--- src/rtl/alu_share_arbiter_if.sv ---
// Requester-side bundle for the shared ALU arbiter: two request ports with
// valid/ready handshakes and a shared registered response bus.
interface alu_share_arbiter_if #(
  parameter int WIDTH      = 32,
  parameter int CTRL_WIDTH = 4
);
  logic [1:0]            req_valid;
  logic [1:0]            req_ready;
  logic [WIDTH-1:0]      req0_a;
  logic [WIDTH-1:0]      req0_b;
  logic [CTRL_WIDTH-1:0] req0_ctrl;
  logic [WIDTH-1:0]      req1_a;
  logic [WIDTH-1:0]      req1_b;
  logic [CTRL_WIDTH-1:0] req1_ctrl;
  logic [1:0]            rsp_valid;
  logic [1:0]            rsp_ready;
  logic [WIDTH-1:0]      rsp_result;
  logic                  rsp_zero;

  // Requester view: drives requests and response consumption.
  modport master (
    output req_valid, req0_a, req0_b, req0_ctrl,
           req1_a, req1_b, req1_ctrl, rsp_ready,
    input  req_ready, rsp_valid, rsp_result, rsp_zero
  );

  // Arbiter view: grants requests and returns responses.
  modport slave (
    input  req_valid, req0_a, req0_b, req0_ctrl,
           req1_a, req1_b, req1_ctrl, rsp_ready,
    output req_ready, rsp_valid, rsp_result, rsp_zero
  );
endinterface

--- src/rtl/alu_share_arbiter.sv ---
// Round-robin sharing of one single-cycle ALU between two requesters.
// A granted request is latched, executed for one cycle, and its registered
// result/zero flag is returned to the owner over a valid/ready response.
module alu_share_arbiter #(
  parameter int WIDTH      = 32,
  parameter int CTRL_WIDTH = 4
) (
  input  logic                  clk,
  input  logic                  reset,
  alu_share_arbiter_if.slave    bus,
  output logic [WIDTH-1:0]      alu_a,
  output logic [WIDTH-1:0]      alu_b,
  output logic [CTRL_WIDTH-1:0] alu_ctrl,
  input  logic [WIDTH-1:0]      alu_result,
  input  logic                  alu_zero,
  output logic                  busy
);

  typedef enum logic [1:0] {
    IDLE = 2'd0,
    EXEC = 2'd1,
    RESP = 2'd2
  } state_t;

  state_t                state;
  logic                  last_grant;
  logic                  owner;
  logic [WIDTH-1:0]      lat_a;
  logic [WIDTH-1:0]      lat_b;
  logic [CTRL_WIDTH-1:0] lat_ctrl;
  logic [WIDTH-1:0]      result_q;
  logic                  zero_q;
  logic [1:0]            rsp_valid_q;
  logic                  busy_q;

  logic                  grant;
  logic [1:0]            ready;
  logic                  accept;

  // Pick the winner: a lone requester wins, a tie goes to the port that did not win last.
  always_comb begin
    grant = 1'b0;
    ready = 2'b00;
    if (bus.req_valid == 2'b11) begin
      grant = ~last_grant;
    end else begin
      grant = ~bus.req_valid[0];
    end
    if ((state == IDLE) && (|bus.req_valid)) begin
      ready = grant ? 2'b10 : 2'b01;
    end
  end

  assign accept = |(bus.req_valid & ready);

  // Transaction sequencer: latch winner, run the ALU one cycle, hold the response until consumed.
  always_ff @(posedge clk or posedge reset) begin
    if (reset) begin
      state       <= IDLE;
      last_grant  <= 1'b1;
      owner       <= 1'b0;
      lat_a       <= '0;
      lat_b       <= '0;
      lat_ctrl    <= '0;
      result_q    <= '0;
      zero_q      <= 1'b0;
      rsp_valid_q <= 2'b00;
      busy_q      <= 1'b0;
    end else begin
      case (state)
        IDLE: begin
          if (accept) begin
            lat_a      <= grant ? bus.req1_a    : bus.req0_a;
            lat_b      <= grant ? bus.req1_b    : bus.req0_b;
            lat_ctrl   <= grant ? bus.req1_ctrl : bus.req0_ctrl;
            owner      <= grant;
            last_grant <= grant;
            busy_q     <= 1'b1;
            state      <= EXEC;
          end
        end
        EXEC: begin
          result_q    <= alu_result;
          zero_q      <= alu_zero;
          rsp_valid_q <= owner ? 2'b10 : 2'b01;
          state       <= RESP;
        end
        RESP: begin
          if (bus.rsp_ready[owner]) begin
            rsp_valid_q <= 2'b00;
            busy_q      <= 1'b0;
            state       <= IDLE;
          end
        end
        default: begin
          rsp_valid_q <= 2'b00;
          busy_q      <= 1'b0;
          state       <= IDLE;
        end
      endcase
    end
  end

  assign bus.req_ready  = ready;
  assign bus.rsp_valid  = rsp_valid_q;
  assign bus.rsp_result = result_q;
  assign bus.rsp_zero   = zero_q;
  assign alu_a          = lat_a;
  assign alu_b          = lat_b;
  assign alu_ctrl       = lat_ctrl;
  assign busy           = busy_q;

endmodule
--- src/flat_wrapper.sv ---
// flat-port wrapper written by rule: the top's interface ports become plain ports
module alu_share_arbiter_flat 
#(
  parameter int WIDTH      = 32,
  parameter int CTRL_WIDTH = 4
)
  (clk, reset, alu_a, alu_b, alu_ctrl, alu_result, alu_zero, busy, bus_req_valid, bus_req0_a, bus_req0_b, bus_req0_ctrl, bus_req1_a, bus_req1_b, bus_req1_ctrl, bus_rsp_ready, bus_req_ready, bus_rsp_valid, bus_rsp_result, bus_rsp_zero);
  alu_share_arbiter_if #(.WIDTH(WIDTH), .CTRL_WIDTH(CTRL_WIDTH)) bus_i ();
  input  logic clk;
  input  logic reset;
  output logic [WIDTH-1:0] alu_a;
  output logic [WIDTH-1:0] alu_b;
  output logic [CTRL_WIDTH-1:0] alu_ctrl;
  input  logic [WIDTH-1:0] alu_result;
  input  logic alu_zero;
  output logic busy;
  input wire logic [$bits(bus_i.req_valid)-1:0] bus_req_valid;
  input wire logic [$bits(bus_i.req0_a)-1:0] bus_req0_a;
  input wire logic [$bits(bus_i.req0_b)-1:0] bus_req0_b;
  input wire logic [$bits(bus_i.req0_ctrl)-1:0] bus_req0_ctrl;
  input wire logic [$bits(bus_i.req1_a)-1:0] bus_req1_a;
  input wire logic [$bits(bus_i.req1_b)-1:0] bus_req1_b;
  input wire logic [$bits(bus_i.req1_ctrl)-1:0] bus_req1_ctrl;
  input wire logic [$bits(bus_i.rsp_ready)-1:0] bus_rsp_ready;
  output wire logic [$bits(bus_i.req_ready)-1:0] bus_req_ready;
  output wire logic [$bits(bus_i.rsp_valid)-1:0] bus_rsp_valid;
  output wire logic [$bits(bus_i.rsp_result)-1:0] bus_rsp_result;
  output wire logic [$bits(bus_i.rsp_zero)-1:0] bus_rsp_zero;
  assign bus_i.req_valid = bus_req_valid;
  assign bus_i.req0_a = bus_req0_a;
  assign bus_i.req0_b = bus_req0_b;
  assign bus_i.req0_ctrl = bus_req0_ctrl;
  assign bus_i.req1_a = bus_req1_a;
  assign bus_i.req1_b = bus_req1_b;
  assign bus_i.req1_ctrl = bus_req1_ctrl;
  assign bus_i.rsp_ready = bus_rsp_ready;
  assign bus_req_ready = bus_i.req_ready;
  assign bus_rsp_valid = bus_i.rsp_valid;
  assign bus_rsp_result = bus_i.rsp_result;
  assign bus_rsp_zero = bus_i.rsp_zero;
  alu_share_arbiter #(.WIDTH(WIDTH), .CTRL_WIDTH(CTRL_WIDTH)) u_core (.clk(clk), .reset(reset), .bus(bus_i), .alu_a(alu_a), .alu_b(alu_b), .alu_ctrl(alu_ctrl), .alu_result(alu_result), .alu_zero(alu_zero), .busy(busy));
endmodule
--- config.mk ---
export PLATFORM = sky130hd
export DESIGN_NAME = alu_share_arbiter_flat
export DESIGN_NICKNAME = d
export VERILOG_FILES = /design/src/rtl/alu_share_arbiter_if.sv /design/src/rtl/alu_share_arbiter.sv /design/src/flat_wrapper.sv
export SDC_FILE = /design/constraint.sdc
export NUM_CORES = 1
export LEC_CHECK = 0
export CAP_MARGIN = 0
export CORE_ASPECT_RATIO = 0.5
export CORE_MARGIN = 4
export CORE_UTILIZATION = 39
export CTS_CLUSTER_DIAMETER = 80
export CTS_CLUSTER_SIZE = 30
export DETAILED_ROUTE_END_ITERATION = 12
export PLACE_DENSITY = 0.85
export SETUP_SLACK_MARGIN = 0.02
export SYNTH_ARGS = -nofsm -noshare
export SYNTH_HDL_FRONTEND = slang
export SYNTH_SLANG_ARGS = --single-unit
--- constraint.sdc ---
create_clock -name clk -period 4.66 [get_ports clk]
set_input_delay 0.932 -clock clk [delete_from_list [all_inputs] [get_ports clk]]
set_output_delay 0.932 -clock clk [all_outputs]
set_load 0.01 [all_outputs]
=== After elaboration in Yosys (flattened, before gate mapping) ===
Index checks and enable logic that the tools add are counted.

* Input bits: 175
* Bits in registers: 108

* Reduce and logical (&&, ||, !) cells: 8
* Muxes and demuxes: 16
* Order comparisons: 1
* Equality and inequality tests: 5
* Bitwise gates (word level): 5

{| class="wikitable"
|+ Operators by type and width
! kind !! number
|-
| $mux 32 || 2
|-
| $pmux 2 s3 || 2
|-
| $mux 2 || 5
|-
| $reduce_and 2->1 || 3
|-
| $mux 1 || 5
|-
| $eq 2x2->1 const B || 2
|-
| $mux 4 || 1
|-
| $ne 2x1->1 const B || 2
|-
| $not 1->1 || 4
|-
| $reduce_or 2->1 || 2
|-
| $pmux 1 s3 || 1
|-
| $reduce_and 3->1 || 1
|-
| $and 2x2->2 || 1
|-
| $eq 2x1->1 const B || 1
|-
| $logic_not 2->1 || 1
|-
| $lt 1x2->1 const B || 1
|-
| $logic_and 1x1->1 || 1
|}

=== Longest topological paths before layout ===
Gate-level depths: netlist of the first run.

* Depth in word-level cells: 8
* Gate-level depth with buffers: 7
* Mapped depth without buffers: 4

=== Least setup slack after synthesis of the first run ===
OpenSTA, ideal clock, no wires.

* Path kind: input to output
* From: in bus_req_valid[0]
* To: out bus_req_ready[0]
* Arrival: 1.564 ns
* Required time: 3.728 ns
* Setup slack: 2.164 ns
* Stages: 3
* Path through: buf_6 -> clkbuf_1 -> and3_1

* Cells in the longest elaborated chain, start to end: 4
* Elaborated cells between the ends (all ways): 7
* Classes of those cells: 1 x eq/ne; 3 x mux; 1 x bitwise; 2 x reduce/logical

{| class="wikitable"
|+ Ends and longest elaborated chain
! item !! line !! source
|-
| start: declaration || flat_wrapper.sv:17 || <nowiki>input wire logic [$bits(bus_i.req_valid)-1:0] bus_req_valid;</nowiki>
|-
| $eq 2x2->1 / $not 1->1 (equally long branches) || alu_share_arbiter.sv:44, alu_share_arbiter.sv:47 ||
|-
| $mux 1 || alu_share_arbiter.sv:44 || <nowiki>if (bus.req_valid == 2'b11) begin</nowiki>
|-
| $mux 2 || alu_share_arbiter.sv:50 || <nowiki>ready = grant ? 2'b10 : 2'b01;</nowiki>
|-
| $mux 2 * || alu_share_arbiter.sv:49 || <nowiki>if ((state == IDLE) && (|bus.req_valid)) begin</nowiki>
|-
| end: declaration || flat_wrapper.sv:25 || <nowiki>output wire logic [$bits(bus_i.req_ready)-1:0] bus_req_ready;</nowiki>
|}

Every way passes the cells marked *; elsewhere a longest branch is shown, timed or not.

=== Worst setup path after layout of the first run ===
* From: in bus_req_valid[0]
* To: out bus_req_ready[1]

The elaborated chain is that of the path after synthesis.

==> summary.md, run 1 <==
| Metric | Value |
|---|---|
| Status | finished clean |
| Nature of the critical path endpoint | output pin |
| Required time worst endpoint | 3.73 ns |
| Layout overhead on the synthesized area | 59.63% |
| CTS resizes | 0 |
| Hold Path Class | register to register |
| Crit-path max FO | 30 |
| Chip Height | 88.60 um |
| Global-route wire length before repair | 26.93 mm |
| Total CTS buffers | 9 |
| Ports | 281 |
| Worst Skew | 0.005295 ns |
| CORE AREA | 12700 um^2 |
| Die ar. | 14990 um^2 |
| Setup ws final | 1.251 ns |
| Peak Freq | 293.3 MHz |
| Sequential share of the synthesized area | 0.5336 |
| # rows | 29 |
| First DRT Iteration DRCs | 534 |
| Slew Limit Fails | 0 |
| Antenna Violating Nets Remaining | 0 |
| GP Congestion | 0.7983 |
| Storage element area | 2704 um^2 |
| Nets | 908 |
| Netlist cell types | 29 |
| # setup viols final | 0 |
| MaxCap Viol Count | 0 |
| Crit path kind | input pin to output pin |
| Placed Cells | 892 |
| Largest net degree at the start of global routing | 87 |
| WHS | 0.4870 ns |
| Syn. warnings | 0 |
| Total GRT Usage | 0.2244 |
| Worst rel slew slack | 0.2283 |
| Startpoint Class | input pin |
| Tcrit/Tclk final | 0.7316 |
| H-tree depth | 3 |
| Total wire length | 17.79 mm |
| CP Data Arrival Time | 2.48 ns |
| Synth Instances | 493 |
| Clk sinks | 108 |
| Yosys reg bits | 108 |
| Die X | 169.2 um |
| Most common cell after layout, fill and taps aside | clkdlybuf4s50_1 |
| Detailed-route vias per instance | 5.528 |
| Multi-input logic area | 2008 um^2 |
| WL/cell | 19.59 um |
| Routed vias | 5019 |
| Worst-Margin Slew | 1.158 ns |
| Clock root cell | clkbuf_16 |
| TNS Setup | 0 ns |
| Syn Area/Cell | 10.28 um^2 |
| Synth Net Count | 668 |
| Filler cell count | 1075 |
| Lkg Pwr | 0.003108 uW |
| Starting Density | 0.3990 |
| Maximum clock insertion buffer count | 2 |
| Dpl ws | 1.252 ns |
| GR Overflow Total | 0 |
| Power Density | 627.6 nW/um^2 |
| Final hold viol count | 0 |
| Drt drc | 0 |
| Antenna cells | 0 |
| Initial antenna violation count | 0 |
| CTS tree | done |
| Vias in the first global route | 4924 |
| Port buffer count | 280 |
| Peak supply drop | 0.0003610 V |
| Post-CTS Setup Inserts | 0 |
| TritonRoute pass-1 iters | 5 |
| Clk_lat worst skew | 0.34 ns |
| Tmin final | 3.409 ns |
| Cts hold-fix bufs | 0 |
| Final HPWL DP | 12.04 mm |
| Mapped cell area | 5067 um^2 |
| Most frequent cells in the layout | clkdlybuf4s50_1 (279), dfrtp_1 (107), o21ai_0 (68), nand3_1 (68), a31oi_1 (68) |
| Clock transition at path regs | 0.07 ns |
| Layout Cells excl Fill | 908 |
| Setup repair after global routing missed its margin | false |
| Share of layout cells above drive strength 1 | 0.1030 |
cells by family after synthesis:
kind of cell / count (synthesis) / share of synthesized area
AO/OA/AOI/OAI: 212 / 0.2373
buffers and inverters: 62 / 0.07086
flip-flops: 108 / 0.5336
multiplexers: 35 / 0.07728
AND/OR/NAND/NOR: 76 / 0.08099
layout make-up:
type,count,share of cell area
clock buffers,10,0.02954
inverters,6,0.003403
repair buffers,285,0.3505
clock inverters,6,0.007734
multi-input cells,323,0.2483
well taps,170,0.02630
flip-flops and latches,108,0.3343
worst paths after layout:
check,from,to,slack (ns),depth (start not counted)
worst max-delay path,bus_req_valid[0],bus_req_ready[1],1.25,5
worst min-delay path,u_core.last_grant,u_core.last_grant,0.49,2
worst max register to register,u_core.last_grant,u_core.alu_b[31],2.72,3
worst min register to register,u_core.last_grant,u_core.last_grant,0.49,2
max in group asynchronous,reset,u_core.alu_ctrl[2],2.49,3
min in group asynchronous,reset,u_core.bus.rsp_result[28],1.19,2
synth_stat cells:
library cell | count | area [um^2]
mux2i_1 | 2 | 20.02
nand2_2 | 1 | 6.260
buf_6 | 13 | 146.4
buf_4 | 3 | 22.52
and3_1 | 1 | 6.260
or2_1 | 1 | 6.260
nand2_4 | 1 | 11.26
dfstp_2 | 1 | 26.28
inv_1 | 4 | 15.01
and2b_1 | 1 | 7.510
nand2b_1 | 1 | 6.260
clkbuf_1 | 28 | 105.1
buf_2 | 11 | 55.05
inv_4 | 1 | 6.260
a21oi_2 | 10 | 87.58
o21ai_0 | 68 | 340.3
clkbuf_2 | 1 | 5.000
inv_2 | 1 | 3.750
a31oi_1 | 68 | 425.4
o2bb2ai_1 | 2 | 17.52
mux2_2 | 33 | 371.6
nor2b_1 | 1 | 6.260
o22a_1 | 1 | 8.760
a21bo_2 | 1 | 10.01
dfrtp_1 | 107 | 2678
a211oi_1 | 1 | 7.510
a21oi_1 | 61 | 305.3
nand3_1 | 68 | 340.3
nor2_8 | 1 | 20.02
power by group:
group	internal [uW]	switching (uW)
clock network	394	380
registers	1430	284
logic	1380	1220
total	3200	1880
registers in the layout, indices dropped and copies added, names as in the netlist:
name,count
u_core.bus.rsp_zero,1
u_core.last_grant,1
u_core.bus.rsp_result,32
u_core.state,2
u_core.alu_b,32
u_core.bus.rsp_valid,2
u_core.alu_a,32
u_core.owner,1
u_core.busy,1
u_core.alu_ctrl,4
routing by layer:
layer | share of wire | global-route usage
met1 | 0.40 | 0.2800
met2 | 0.53 | 0.4069
met3 | 0.057 | 0.04730
met4 | 0.022 | 0.05405
met5 | 0 | 0
metrics by stage:
step,area (um^2),total power (uW),utilization
5_1_grt,8089,5373,0.6369
6_report,8089,5076,0.6369
2_1_floorplan,5067,3015,-
3_5_place_dp,7787,4332,0.6132
4_1_cts,8089,5113,0.6369
3_3_place_gp,7787,4247,0.6132
critical path, stage by stage:
cell             delay, ns
buf_2                 0.45
or2_2                 0.25
nand2_4               0.07
a21oi_1               0.18
clkdlybuf4s50_1       0.58
(Power assumes the default switching activity.)
==> inputs of run 2 (changes only) <==
Clock period 4.66 ns to 3.28 ns, I/O delays scaled along.
==> summary.md, run 2 (synthesis gave the netlist of run 1 again) <==
| Metric | Value |
|---|---|
| Met2 usage | 0.4144 (+0.007581) |
| Clock root cell | clkbuf_16 |
| Final HPWL DP | 12.52 mm (+4.0%) |
| Most frequent cells in the layout | clkdlybuf4s50_1 (279), dfrtp_1 (107), o21ai_0 (68), nand3_1 (68), a31oi_1 (68) |
| Cells on Worst Hold Path | 2 (unchanged) |
| Crit-path max FO | 31 (+3.3%) |
| GR Overflow Total | 0 (unchanged) |
| Initial antenna violation count | 0 (unchanged) |
| GP Congestion | 0.8350 (+4.6%) |
| Largest net degree at the start of global routing | 85 (-2.3%) |
| Worst hold start | u_core.last_grant |
| Most congested layer reported by global routing | met2 |
| Total GRT Usage | 0.2314 (+0.007025) |
| CTS tree | done |
| Maximum clock insertion buffer count | 2 (unchanged) |
| Setup repair after global routing missed its margin | false |
| Vias in the first global route | 5165 (+4.9%) |
| Status | finished clean |
| Tcrit/Tclk final | 0.8614 |
| Ports | 281 (unchanged) |
| Antenna cells | 0 (unchanged) |
| Hold Path Class | register to register |
| Clock transition at path regs | 0.08 ns (about the same) |
| Layout overhead on the synthesized area | 60.25% |
| Clk_lat worst skew | 0.35 ns (about the same) |
| # rows | 29 (unchanged) |
| Die X | 169.2 um (unchanged) |
| Peak Freq | 353.9 MHz |
| GR Util met3 | 0.04195 (-0.005355) |
| H-tree depth | 3 (unchanged) |
| CORE AREA | 12700 um^2 (unchanged) |
| Antenna Violating Nets Remaining | 0 (unchanged) |
| Clk sinks | 108 (unchanged) |
| Startpoint Class | register |
| Total CTS buffers | 9 (unchanged) |
| MaxCap Viol Count | 0 (unchanged) |
| Finished Core Util | 0.6394 (+0.002463) |
| Nets | 911 (+0.33%) |
| CTS resizes | 0 (unchanged) |
| Starting Density | 0.3990 (unchanged) |
| Worst rel slew slack | 0.3158 (+0.08753) |
| Most common cell after layout, fill and taps aside | clkdlybuf4s50_1 |
| WL/cell | 19.93 um (+1.7%) |
| Drt drc | 0 (unchanged) |
| Post-CTS Setup Inserts | 0 (unchanged) |
| Filler cell count | 1026 (-4.6%) |
| Crit path kind | register to output pin |
| # setup viols final | 0 (unchanged) |
| First DRT Iteration DRCs | 494 (-7.5%) |
| Worst-Margin Slew | 1.025 ns (-0.1328 ns) |
| Global-route wire length before repair | 27.57 mm (+2.4%) |
| R2R cell count | 4 (+1) |
| Share of layout cells above drive strength 1 | 0.1053 (+0.002282) |
| TNS Setup | 0 ns (unchanged) |
| Chip Height | 88.60 um (unchanged) |
| Reg2reg end | u_core.alu_a[30] |
| Cts hold-fix bufs | 0 (unchanged) |
| Final hold viol count | 0 (unchanged) |
| Peak supply drop | 0.0004663 V (+29%) |
| Required time worst endpoint | 2.62 ns (-1.11 ns) |
| Slew Limit Fails | 0 (unchanged) |
| Nature of the critical path endpoint | output pin |
| Detailed-route vias per instance | 5.613 (+1.5%) |
| Worst Hold End | u_core.last_grant |
| R2R Path Start | u_core.state[0] |
| Die ar. | 14990 um^2 (unchanged) |
| TritonRoute pass-1 iters | 5 (unchanged) |
| Lkg Pwr | 0.003110 uW (about the same) |
| R2R setup slack | 1.22 ns (-1.50 ns) |
| M1 GR Usage | 0.2800 (about the same) |
| Worst Skew | 0.007443 ns (+0.002147 ns) |
| Power Density | 889.3 nW/um^2 (+42%) |
| CP Data Arrival Time | 2.17 ns (-0.31 ns) |
| Routed vias | 5113 (+1.9%) |
| Tmin final | 2.825 ns |
| Port buffer count | 280 (unchanged) |
| Total wire length | 18.16 mm (+2.1%) |
-- run 2: changes by cell type in the layout (fill, tap and decap cells not counted), sizes merged --
cell / previous run / this run
clkinv: 2 / 1
inv: 10 / 8
clkinvlp: 0 / 3
buf: 6 / 9
-- run 2: worst max path at each step --
stage,end,from,cells past startpoint
finish,bus_req_ready[0],u_core.state[0],3
global route,bus_req_ready[1],u_core.state[0],4
CTS,bus_req_ready[0],u_core.state[0],3
detailed placement,bus_req_ready[1],bus_req_valid[1],5
global placement,bus_req_ready[1],bus_req_valid[1],5
floorplan,u_core.alu_a[0],reset,1
-- run 2: final cells by class --
type                       count  area (um^2)  share of cell area
clock inverter                 6        55.05            0.006780
multi-input combinational    323         2008              0.2473
tap                          170        212.7             0.02619
timing repair buffer         288         2883              0.3550
sequential                   108         2704              0.3330
clock buffer                  10        229.0             0.02820
inverter                       6        28.78            0.003544
-- run 2: worst max-delay path, cell delays in order, from the launching register on --
cell and delay [ns]:
dfrtp_1 0.51, nor2_8 0.45, and3_1 0.28, clkdlybuf4s50_1 0.58
-- run 2: per-layer routing --
metal,share of wire,vias to the layer above
met5,0,-
met4,0.041,0
met3,0.053,58
met2,0.52,232
met1,0.38,2514
li1,-,2309
-- run 2: power breakdown --
group / switching [uW] / internal (uW) / leakage (uW) / total [uW]
registers: 430 / 2030 / 0.00123 / 2460
logic: 1730 / 1980 / 0.00175 / 3710
clock network: 525 / 531 / 0.000133 / 1060
total: 2690 / 4530 / 0.00311 / 7220
-- run 2: through the flow --
| step | instance area [um^2] | power [uW] | instances | worst slack (ns) | hold WS (ns) |
|---|---|---|---|---|---|
| 6_report | 8120 | 7221 | 911 | 0.4546 | 0.4803 |
| 5_1_grt | 8120 | 7647 | 911 | 0.3146 | 0.4990 |
| 4_1_cts | 8120 | 7264 | 911 | 0.4327 | 0.4790 |
| 3_5_place_dp | 7836 | 6198 | 895 | 0.5143 | 0.4726 |
| 3_3_place_gp | 7836 | 6062 | 895 | 0.5057 | 0.4562 |
| 2_1_floorplan | 5071 | 4284 | 493 | 1.323 | 0.4434 |
==> inputs of run 3 (changes only) <==
Settings changed: CTS_CLUSTER_SIZE 30 to 28, REMOVE_ABC_BUFFERS set to 1.
==> summary.md, run 3 (synthesis gave the netlist of run 1 again) <==
| Metric | Value |
|---|---|
| Critical path's largest stage delay | 0.49 ns (-0.09 ns) |
| Post-CTS Setup Inserts | 0 (unchanged) |
| Share of layout cells above drive strength 1 | 0.1053 (unchanged) |
| Antenna cells | 0 (unchanged) |
| Ports | 281 (unchanged) |
| Port buffer count | 280 (unchanged) |
| Worst rel slew slack | 0.2896 (-0.02627) |
| Setup repair after global routing missed its margin | false |
| Worst path cell trace | clkdlybuf4s50_1, or2_2, nand2_4, a21oi_1, clkdlybuf4s50_1 |
| Global-route wire length before repair | 26.93 mm (-2.3%) |
| Switching share of power | 0.3687 (-0.003534) |
| Clk_lat worst skew | 0.34 ns (about the same) |
| Power Density | 884.8 nW/um^2 (-0.50%) |
| MaxCap Viol Count | 0 (unchanged) |
| Nets | 911 (unchanged) |
| Nature of the critical path endpoint | output pin |
| Dpl ws | 0.5088 ns (-0.005516 ns) |
| Detailed-route vias per instance | 5.681 (+1.2%) |
| Peak supply drop | 0.0004597 V (-1.4%) |
| TritonRoute pass-1 iters | 4 (-1) |
| Routed vias | 5175 (+1.2%) |
| Cts hold-fix bufs | 0 (unchanged) |
| Post-route cell area | 8118 um^2 (about the same) |
| Reg2reg end | u_core.alu_b[7] |
| Tcrit/Tclk final | 0.8512 (-0.01021) |
| Chip Height | 88.60 um (unchanged) |
| # setup viols final | 0 (unchanged) |
| Worst Skew | 0.006119 ns (-0.001324 ns) |
| Slew Limit Fails | 0 (unchanged) |
| CP dominant cell by count | clkdlybuf4s50_1 |
| Total CTS buffers | 9 (unchanged) |
| First DRT Iteration DRCs | 524 (+6.1%) |
| Switching power | 2648 uW (-1.5%) |
| Clock root cell | clkbuf_16 |
| Hold Path Class | register to register |
| Sequential share of power | 0.339 (about the same) |
| Starting Density | 0.3990 (unchanged) |
| Startpoint Class | input pin |
| Most frequent cells in the layout | clkdlybuf4s50_1 (279), dfrtp_1 (107), o21ai_0 (68), nand3_1 (68), a31oi_1 (68) |
| Placed Area | 7835 um^2 (about the same) |
| R2R Path Start | u_core.last_grant |
| Clock transition at path regs | 0.08 ns (about the same) |
| Crit path capture | bus_req_ready[1] |
| Final hold viol count | 0 (unchanged) |
| H-tree depth | 3 (unchanged) |
| R2R setup slack | 1.44 ns (+0.22 ns) |
| Clk sinks | 108 (unchanged) |
| Initial antenna violation count | 0 (unchanged) |
| CP Data Arrival Time | 2.14 ns (-0.03 ns) |
| Maximum clock insertion buffer count | 2 (unchanged) |
| CTS tree | done |
| Vias in the first global route | 4989 (-3.4%) |
| GR Overflow Total | 0 (unchanged) |
| Final HPWL DP | 12.20 mm (-2.6%) |
| Crit path from | bus_req_valid[1] |
| Share of total power in the clock network | 0.147 (about the same) |
| CORE AREA | 12700 um^2 (unchanged) |
| Crit path kind | input pin to output pin |
| Crit-path max FO | 4 (-87%) |
| Largest net degree at the start of global routing | 71 (-16%) |
| Tmin final | 2.792 ns (-0.03349 ns) |
| Status | finished clean |
| Combinational power share | 0.514 (about the same) |
| Int Power | 4534 uW (about the same) |
| GP Congestion | 0.8856 (+6.1%) |
| Slowest CP cell | clkdlybuf4s50_1 |
| Die X | 169.2 um (unchanged) |
| R2R cell count | 4 (unchanged) |
| Worst-Margin Slew | 1.064 ns (+0.03934 ns) |
| Layout Cells excl Fill | 911 (unchanged) |
| Drt drc | 0 (unchanged) |
| WL/cell | 19.63 um (-1.5%) |
| Setup ws final | 0.4881 ns (+0.03349 ns) |
| Total GRT Usage | 0.2246 (-0.006820) |
| Antenna Violating Nets Remaining | 0 (unchanged) |
| Filler cell count | 1039 (+1.3%) |
| Lkg Pwr | 0.003117 uW (+0.23%) |
| Layout overhead on the synthesized area | 60.20% (about the same) |
| CTS resizes | 0 (unchanged) |
| Peak Freq | 358.2 MHz (+1.2%) |
| Die ar. | 14990 um^2 (unchanged) |
| Placed Cells | 895 (unchanged) |
| Most common cell after layout, fill and taps aside | clkdlybuf4s50_1 |
| Total wire length | 17.88 mm (-1.5%) |
| Required time worst endpoint | 2.62 ns (about the same) |
| # rows | 29 (unchanged) |
## run 3: changes by cell type in the layout (fill, tap and decap cells not counted), sizes merged
cell      previous run  this run
clkinvlp             3         1
inv                  8        10
## run 3: routing by layer
layer  share of wire  GRT usage  up-vias
li1                -          -     2311
met5               0          0        -
met3           0.061    0.04552       66
met4           0.039    0.09496        0
met1            0.39     0.2814     2552
met2            0.51     0.3870      246
## run 3: through the flow
stage / utilization / total power (uW) / TNS, ns / hold slack (ns)
6_report: 0.6392 / 7183 / 0 / 0.4857
5_1_grt: 0.6392 / 7629 / 0 / 0.5028
3_3_place_gp: 0.6169 / 6044 / 0 / 0.4613
3_5_place_dp: 0.6169 / 6163 / 0 / 0.4693
4_1_cts: 0.6392 / 7232 / 0 / 0.4827
2_1_floorplan: - / 4064 / -23.53 / 0.4434
## run 3: worst min-delay path by stage
| stage | endpoint | startpoint | cells after the start | slack (ns) |
|---|---|---|---|---|
| final | u_core.last_grant | u_core.last_grant | 2 | 0.49 |
| after global routing | u_core.last_grant | u_core.last_grant | 2 | 0.50 |
| after CTS | u_core.last_grant | u_core.last_grant | 2 | 0.48 |
| after detailed placement | u_core.last_grant | u_core.last_grant | 2 | 0.47 |
| after global placement | u_core.last_grant | u_core.last_grant | 2 | 0.46 |
| after floorplan | u_core.last_grant | u_core.last_grant | 2 | 0.44 |
## run 3: final cells by class
type / instances / area (um^2) / share of cell area
Timing Repair Buffer: 288 / 2883 / 0.3551
Sequential cell: 108 / 2704 / 0.3331
Multi-Input combinational cell: 323 / 2008 / 0.2474
Clock buffer: 10 / 229.0 / 0.02821
Tap cell: 170 / 212.7 / 0.02620
Clock inverter: 6 / 53.80 / 0.006628
Inverter: 6 / 27.53 / 0.003391
## run 3: power by group through the flow
| stage | sequential [uW] | combinational (uW) | clock [uW] |
|---|---|---|---|
| floorplan | 2720 | 1340 | 0 |
| global placement | 2410 | 3630 | 0 |
| detailed placement | 2460 | 3710 | 0 |
| CTS | 2440 | 3710 | 1090 |
| global route | 2520 | 3960 | 1150 |
| finish | 2440 | 3690 | 1060 |
## run 3: critical path: cells and delay by family
family,cells,cell delay [ns]
compound gates,1,0.05
simple gates,2,0.47
buf+inv,2,0.96
